`config.mk`:
```
export PLATFORM = sky130hd
export DESIGN_NAME = btb_ctrl
export DESIGN_NICKNAME = d
export VERILOG_FILES = /design/src/rtl/btb_pkg.sv /design/src/rtl/btb_ctrl.sv
export SDC_FILE = /design/constraint.sdc
export NUM_CORES = 1
export LEC_CHECK = 0
export ABC_AREA = 1
export CELL_PAD_IN_SITES_DETAIL_PLACEMENT = 1
export CELL_PAD_IN_SITES_GLOBAL_PLACEMENT = 1
export CORE_MARGIN = 1
export CORE_UTILIZATION = 19
export CTS_CLUSTER_SIZE = 20
export DETAILED_ROUTE_END_ITERATION = 16
export PLACE_DENSITY_LB_ADDON = 0.1
export SLEW_MARGIN = 20
export SYNTH_ARGS = -nofsm -noshare
export SYNTH_HDL_FRONTEND = slang
export SYNTH_SLANG_ARGS = --single-unit
```
`constraint.sdc`:
```
create_clock -name clk -period 1.7 [get_ports clk]
set_clock_uncertainty 0.2 [all_clocks]
set_input_delay 0.255 -clock clk [delete_from_list [all_inputs] [get_ports clk]]
set_output_delay 0.255 -clock clk [all_outputs]
set_load 0.03 [all_outputs]
```
`src/rtl/btb_pkg.sv`:
```
// Shared definitions for the branch target buffer controller: geometry,
// the SRAM entry layout, the controller state encoding and PC field helpers.
package btb_pkg;

    localparam int IDX_W = 8;
    localparam int TAG_W = 9;
    localparam int OFF_W = 31 - TAG_W;
    localparam int REG_W = 30 - OFF_W;
    localparam int DEPTH = 1 << IDX_W;

    // One SRAM word: valid bit, tag, and word offset of the target within
    // the branch's own region.
    typedef struct packed {
        logic             valid;
        logic [TAG_W-1:0] tag;
        logic [OFF_W-1:0] offset;
    } btb_entry_t;

    typedef enum logic {
        FLUSH = 1'b0,
        RUN   = 1'b1
    } btb_state_e;

    function automatic logic [IDX_W-1:0] pc_index(input logic [31:0] pc);
        return pc[IDX_W+1:2];
    endfunction

    function automatic logic [TAG_W-1:0] pc_tag(input logic [31:0] pc);
        return pc[IDX_W+TAG_W+1:IDX_W+2];
    endfunction

    // Upper PC bits not stored in the entry; a target must share these
    // with its branch to be installable.
    function automatic logic [REG_W-1:0] pc_region(input logic [31:0] pc);
        return pc[31:OFF_W+2];
    endfunction

endpackage

```
`src/rtl/btb_ctrl.sv`:
```
// Branch target buffer controller driving a dual-port BTB SRAM macro.
// Port 0 writes (sweep clears and installs), port 1 reads lookups.
// Optional statistics counters are enabled with the BTB_STATS_EN macro.
//
// state | meaning
// ------+-------------------------------------------------------------
// FLUSH | sweeping: clear one entry per cycle, cnt 0..DEPTH-1; busy=1
// RUN   | normal lookups and installs
module btb_ctrl
    import btb_pkg::*;
(
    input  logic             clk,
    input  logic             rst,
    input  logic             lookup_valid,
    input  logic [31:0]      lookup_pc,
    output logic             resp_valid,
    output logic             resp_hit,
    output logic [31:0]      resp_target,
    input  logic             upd_valid,
    input  logic [31:0]      upd_pc,
    input  logic [31:0]      upd_target,
    input  logic             flush,
    output logic             busy,
    output logic             sram_csb0,
    output logic             sram_web0,
    output logic [IDX_W-1:0] sram_addr0,
    output logic [31:0]      sram_din0,
    output logic             sram_csb1,
    output logic             sram_web1,
    output logic [IDX_W-1:0] sram_addr1,
    input  logic [31:0]      sram_dout1
`ifdef BTB_STATS_EN
    ,
    output logic [31:0]      stat_lookups,
    output logic [31:0]      stat_hits,
    output logic [31:0]      stat_drops
`endif
);

    btb_state_e       state_q, state_d;
    logic [IDX_W-1:0] cnt_q, cnt_d;

    logic             stg_valid_q, stg_valid_d;
    logic             stg_flush_q, stg_flush_d;
    logic [31:0]      stg_pc_q, stg_pc_d;

    logic             region_eq;
    logic             upd_ok;
    btb_entry_t       rd_entry;
    btb_entry_t       wr_entry;

    // PC bits that are neither index, tag nor region carry no information.
    logic             unused_pc_bits;
    assign unused_pc_bits = ^{stg_pc_q[1:0], stg_pc_q[OFF_W+1:IDX_W+TAG_W+2],
                              upd_pc[1:0], upd_pc[OFF_W+1:IDX_W+TAG_W+2],
                              upd_target[1:0]};

    assign region_eq = (pc_region(upd_pc) == pc_region(upd_target));
    assign upd_ok    = upd_valid && region_eq;
    assign busy      = (state_q == FLUSH);

    // Sweep/run sequencing; a flush pulse always (re)starts the sweep at 0.
    always_comb begin
        state_d = state_q;
        cnt_d   = cnt_q;
        case (state_q)
            FLUSH: begin
                if (flush) begin
                    cnt_d = '0;
                end else if (&cnt_q) begin
                    state_d = RUN;
                    cnt_d   = '0;
                end else begin
                    cnt_d = cnt_q + 1'b1;
                end
            end
            RUN: begin
                if (flush) begin
                    state_d = FLUSH;
                    cnt_d   = '0;
                end
            end
        endcase
    end

    // State and sweep counter registers.
    always_ff @(posedge clk) begin
        if (rst) begin
            state_q <= FLUSH;
            cnt_q   <= '0;
        end else begin
            state_q <= state_d;
            cnt_q   <= cnt_d;
        end
    end

    assign wr_entry = '{valid: 1'b1, tag: pc_tag(upd_pc), offset: upd_target[OFF_W+1:2]};

    // Port 0 arbitration: the sweep owns the port, otherwise a legal install.
    always_comb begin
        sram_csb0  = 1'b1;
        sram_web0  = 1'b1;
        sram_addr0 = '0;
        sram_din0  = '0;
        if (!rst) begin
            if (state_q == FLUSH) begin
                sram_csb0  = 1'b0;
                sram_web0  = 1'b0;
                sram_addr0 = cnt_q;
            end else if (upd_ok) begin
                sram_csb0  = 1'b0;
                sram_web0  = 1'b0;
                sram_addr0 = pc_index(upd_pc);
                sram_din0  = wr_entry;
            end
        end
    end

    // Lookup stage capture; a lookup seen during a sweep or flush pulse is
    // marked so it answers as a miss whatever the array returns.
    always_comb begin
        stg_valid_d = lookup_valid;
        stg_pc_d    = lookup_pc;
        stg_flush_d = (state_q == FLUSH) || flush;
    end

    // Lookup stage register.
    always_ff @(posedge clk) begin
        if (rst) begin
            stg_valid_q <= 1'b0;
            stg_flush_q <= 1'b0;
            stg_pc_q    <= '0;
        end else begin
            stg_valid_q <= stg_valid_d;
            stg_flush_q <= stg_flush_d;
            stg_pc_q    <= stg_pc_d;
        end
    end

    assign rd_entry   = btb_entry_t'(sram_dout1);
    assign sram_csb1  = !stg_valid_q;
    assign sram_web1  = 1'b1;
    assign sram_addr1 = stg_valid_q ? pc_index(stg_pc_q) : '0;

    // Response: tag compare against the combinational read data.
    always_comb begin
        resp_valid  = stg_valid_q;
        resp_hit    = stg_valid_q && !stg_flush_q && rd_entry.valid &&
                      (rd_entry.tag == pc_tag(stg_pc_q));
        resp_target = '0;
        if (resp_hit) begin
            resp_target = {pc_region(stg_pc_q), rd_entry.offset, 2'b00};
        end
    end

`ifdef BTB_STATS_EN
    logic [31:0] lookups_q, hits_q, drops_q;
    logic        upd_drop;

    assign upd_drop = upd_valid && ((state_q == FLUSH) || !region_eq);

    // Wrapping event counters; flush leaves them alone.
    always_ff @(posedge clk) begin
        if (rst) begin
            lookups_q <= '0;
            hits_q    <= '0;
            drops_q   <= '0;
        end else begin
            if (resp_valid) lookups_q <= lookups_q + 1'b1;
            if (resp_hit)   hits_q    <= hits_q + 1'b1;
            if (upd_drop)   drops_q   <= drops_q + 1'b1;
        end
    end

    assign stat_lookups = lookups_q;
    assign stat_hits    = hits_q;
    assign stat_drops   = drops_q;
`endif

endmodule

```
Yosys cells after proc, flatten, opt, wreduce, memory -nomap -nowiden
Cells that the tools add are included.
{"block": "op_classes", "n_reduce_logical": 8, "bitwise": 1, "n_eq_ne": 3, "mux": 19, "add_sub_neg": 1}
{"cell": "$mux 32", "n": 4}
{"cell": "$mux 8", "n": 7}
{"cell": "$pmux 8 s2", "n": 1}
{"cell": "$eq 9x9->1", "n": 1}
{"cell": "$add 8x1->8 const B", "n": 1}
{"cell": "$eq 8x8->1", "n": 1}
{"cell": "$reduce_and 8->1", "n": 1}
{"cell": "$mux 1", "n": 6}
{"cell": "$logic_and 1x1->1", "n": 4}
{"cell": "$logic_not 1->1", "n": 2}
{"cell": "$ne 2x2->1 const B", "n": 1}
{"cell": "$pmux 1 s2", "n": 1}
{"cell": "$logic_or 1x1->1", "n": 1}
{"cell": "$not 1->1", "n": 1}
{"block": "word_totals", "output_inout_bits": 87, "reg_bits": 43, "elab_cells": 37, "in_bits": 133}

Logic depth before layout (Yosys ltp)
Gate-level depths: netlist (run 1).
{"block": "logic_depth", "word_depth": 5, "ltp_mapped": 10, "mapped_depth_nobuf": 9}

Worst setup path after synthesis (run 1)
OpenSTA, ideal clock, no wires.
{"block": "synth_timing", "path_type": "register -> output", "startpoint": "register stg_valid_q (netlist: resp_valid)", "endpoint": "output resp_target[10]", "arrival_time_ns": 1.903, "n_path_buf": 2, "setup_slack_ns": -0.658, "path_stages_with_launch": 7, "required_ns": 1.245, "cell_sequence": "dfxtp_1 buf_4 nand2_1 nor2_1 nand4_1 buf_2 nor3b_1"}
{"block": "synth_via", "elab_chain_cells": 4}
{"item": "start: declaration", "line": "btb_ctrl.sv:43", "source": "logic stg_valid_q, stg_valid_d;"}
{"item": "start signal: assignment", "line": "btb_ctrl.sv:134", "source": "stg_valid_q <= stg_valid_d;"}
{"item": "$logic_and 1x1->1 (3 in a row)", "line": "btb_ctrl.sv:148", "source": "resp_hit = stg_valid_q && !stg_flush_q && rd_entry.valid &&"}
{"item": "$mux 32", "line": "btb_ctrl.sv:151", "source": "if (resp_hit) begin"}
{"item": "end: declaration", "line": "btb_ctrl.sv:18", "source": "output logic [31:0] resp_target,"}
No other way between the ends.

Worst setup path in the final report (run 1)
{"block": "layout_timing", "startpoint": "register stg_pc_q[17]", "endpoint": "output resp_target[19]"}
{"block": "layout_via", "elab_chain_cells": 3}
{"item": "start: declaration", "line": "btb_ctrl.sv:45", "source": "logic [31:0] stg_pc_q, stg_pc_d;"}
{"item": "start signal: assignment", "line": "btb_ctrl.sv:136", "source": "stg_pc_q <= stg_pc_d;"}
{"item": "$eq 9x9->1", "line": "btb_ctrl.sv:149", "source": "(rd_entry.tag == pc_tag(stg_pc_q));"}
{"item": "$logic_and 1x1->1", "line": "btb_ctrl.sv:148"}
{"item": "$mux 32", "line": "btb_ctrl.sv:151"}
No other way between the ends.

==> metrics.txt, run 1 <==
status finished with violations; failing checks setup timing; WP data required 1.24 ns; WHS Path Cells 2; vias in the first global route 3241; synth warn 0; setup violators final 73; P_leak 2.93 nW; WL per Instance 14.6 microns; die height 114 microns; total number of vias 3130; hpwl dp 7.92 mm; part of the cycle the worst path needs 127%; power density of the placed cells 421 mW/mm^2; Clock Latency Late Sink 0.27 ns; #FFs+latches synth 36; Seq/Total Area, Yosys 30.3%; WL final 11.2 mm; min-delay src cnt_q[1]$_SDFFE_PP0P_; number of DRC markers in iteration 0 61; Setup WS post-layout -0.463 ns; CTS Hold Bufs 0; worst vdd ir 362 uV; Net Sw Frac 23.8%; Avg Inst Size Synth 6.42 sq um; Root Buffer Master clkbuf_16; clock tree sinks 36; fillers 1405; Final ANT Viol Nets 0; Slew Viols, Final 0; Fin. Hold Viols 0; DIE WIDTH 114 microns; # diodes 0; Final min period 2.16 ns; critical path fanouts, max 9; nets 735; CP Capture Type output pin; largest net degree at the start of global routing 29; Detailed Routing Iterations Pass 1 4; global placer's final weighted congestion 0.748; Setup Crit Path Kind flop to output pin; Reg2Reg Depth 9; H-tree levels 2; cell area after synthesis 0.00238 sq mm; CTS tree yes; TritonCTS Buffers 5; RR Endpoint cnt_q[7]$_SDFFE_PP0P_; Initial Utilization 19.7%; reg2reg start cnt_q[1]$_SDFFE_PP0P_; IO Pins 220; final global-route overflow total 0; fmax 462 MHz; Cell variety after synth 24; initial antenna violation count 0; Syn Inst Count 371; Internal 1.86 mW; first-pass GRT wire length 16.8 mm; worst hold endpoint cnt_q[1]$_SDFFE_PP0P_; unrepaired setup endpoints after global routing yes; # rows 40; HP Class flop to flop; Seq pwr share 36.7%; Critical Path AT 1.71 ns; total track usage 16.5%; area delta synth->final 144%; drc violations 0; combinational power share 25.6%; PortBufs 200; Power Total 2.44 mW; Core Area 0.0121 sq mm; Max-Cap Viols 0; drt via density 4.07; Startpoint Class flop; layout cell share with drive strength beyond 1 43.6%; P_sw 0.581 mW; setup tns final -20.06 ns; r2r setup slk 0.18 ns; CTS Buffer Depth 2; clk slew on worst S/H paths 0.05 ns; Clk network pwr share 37.7%; total die area 0.0130 sq mm
[final cells by class]
| type | instances | area [sq um] | share of cell area (%) |
|---|---|---|---|
| flip-flops and latches | 36 | 731 | 12.6 |
| multi-input cells | 221 | 1770 | 30.4 |
| repair buffers | 241 | 2580 | 44.3 |
| repair inverters | 1 | 5.00 | 0.0861 |
| well taps | 168 | 210 | 3.62 |
| inverters | 95 | 368 | 6.33 |
| clock buffers | 7 | 153 | 2.63 |
[power groups by stage]
stage | Sequential [mW] | Combinational [mW] | Clock [mW]
6_report | 0.897 | 0.626 | 0.922
5_1_grt | 0.900 | 0.673 | 0.986
4_1_cts | 0.895 | 0.611 | 0.960
3_5_place_dp | 0.913 | 0.574 | 0
3_3_place_gp | 0.912 | 0.562 | 0
2_1_floorplan | 0.911 | 0.226 | 0
[worst max path at each step]
stage | from | end | slack (ns)
after floorplan | resp_valid$_SDFF_PP0_ | resp_target[10] | -0.19
after global placement | upd_pc[31] | sram_din0[25] | -0.58
after detailed placement | upd_pc[31] | sram_din0[25] | -0.62
after CTS | stg_pc_q[18]$_SDFF_PP0_ | resp_target[21] | -0.48
after global routing | stg_pc_q[11]$_SDFF_PP0_ | resp_target[31] | -0.54
final | stg_pc_q[17]$_SDFF_PP0_ | resp_target[19] | -0.46
[critical path: stages, from the launching register on]
cell     delay [ns]
dfxtp_2        0.31
xnor2_1        0.19
nand4_1        0.20
buf_6          0.20
buf_12         0.15
nor3b_4        0.22
buf_6          0.16
[through the flow]
step           util, %  worst slack (ns)  instances  hold slack (ns)  cell area [sq um]
2_1_floorplan        -            -0.192        372            0.152               2890
3_5_place_dp      41.2            -0.623        742            0.296               4990
4_1_cts           48.0            -0.481        767            0.278               5810
5_1_grt           48.0            -0.539        769            0.301               5810
6_report          48.0            -0.463        769            0.283               5810
3_3_place_gp      41.2            -0.576        742            0.289               4990
[layer usage]
| metal | wire (microns) | vias to the layer above | global-route usage, % |
|---|---|---|---|
| li1 | - | 1552 | - |
| met1 | 4350 | 1442 | 18.6 |
| met2 | 5960 | 123 | 30.9 |
| met3 | 706 | 13 | 3.67 |
| met4 | 229 | 0 | 4.85 |
| met5 | 0 | - | 0 |
[placed cells by master, fill, tap and decap left out, types with 14 or more instances in the layout]
master and instances:
nor3b_4 29, nand2_1 42, buf_4 26, nand2_2 14, dfxtp_1 30, nor2_4 35, inv_1 82, nand3_1 14
nor2_1 36, buf_6 89, clkdlybuf4s50_1 88
[timing repair]
item                       4_1_cts  5_1_grt
cloned                           9        2
pin swaps                       38       49
gates resized for setup        216       39
setup endpoints to repair       75       75
setup buffers                   10        8
[kinds of logic (layout without fill, tap and decap cells)]
kind of cell,count (synthesis),count (layout),synth area share [%]
compound gates,17,17,3.73
simple gates,192,192,42.1
buf+inv,115,344,20.1
other cells,2,3,0.315
fa+ha+maj,1,1,0.525
xor+xnor,8,8,2.94
flops,36,36,30.3
[synth_stat cells]
cell	count	share of area (%)
a31oi_1	1	0.26
clkbuf_1	2	0.32
nand4_1	11	2.9
nand2_1	56	8.8
buf_1	5	0.79
or2_2	1	0.26
o21ai_0	8	1.7
nand3_4	1	0.74
nand3_1	17	3.6
dfxtp_1	36	30
nor2_1	43	6.8
nor2_2	28	7.4
a21oi_1	7	1.5
inv_1	95	15
conb_1	2	0.32
buf_6	3	1.4
nor2_4	4	1.9
buf_4	5	1.6
ha_1	1	0.53
xor2_1	3	1.1
buf_2	5	1.1
xnor2_1	5	1.8
nor3b_1	31	9.8
o31ai_1	1	0.32
[sequential cells by signal, indices dropped and copies added (netlist names)]
| signal | count |
|---|---|
| state_q | 1 |
| resp_valid | 1 |
| cnt_q | 8 |
| stg_flush_q | 1 |
| stg_pc_q | 25 |
Power figures use the tool's default switching activity.
==> run 2: changes to the inputs <==
Settings changed: ABC_CLOCK_PERIOD_IN_PS set to 1700.
==> results of run 2 <==
The final DEF is identical to that of run 1; final timing and power are the same.
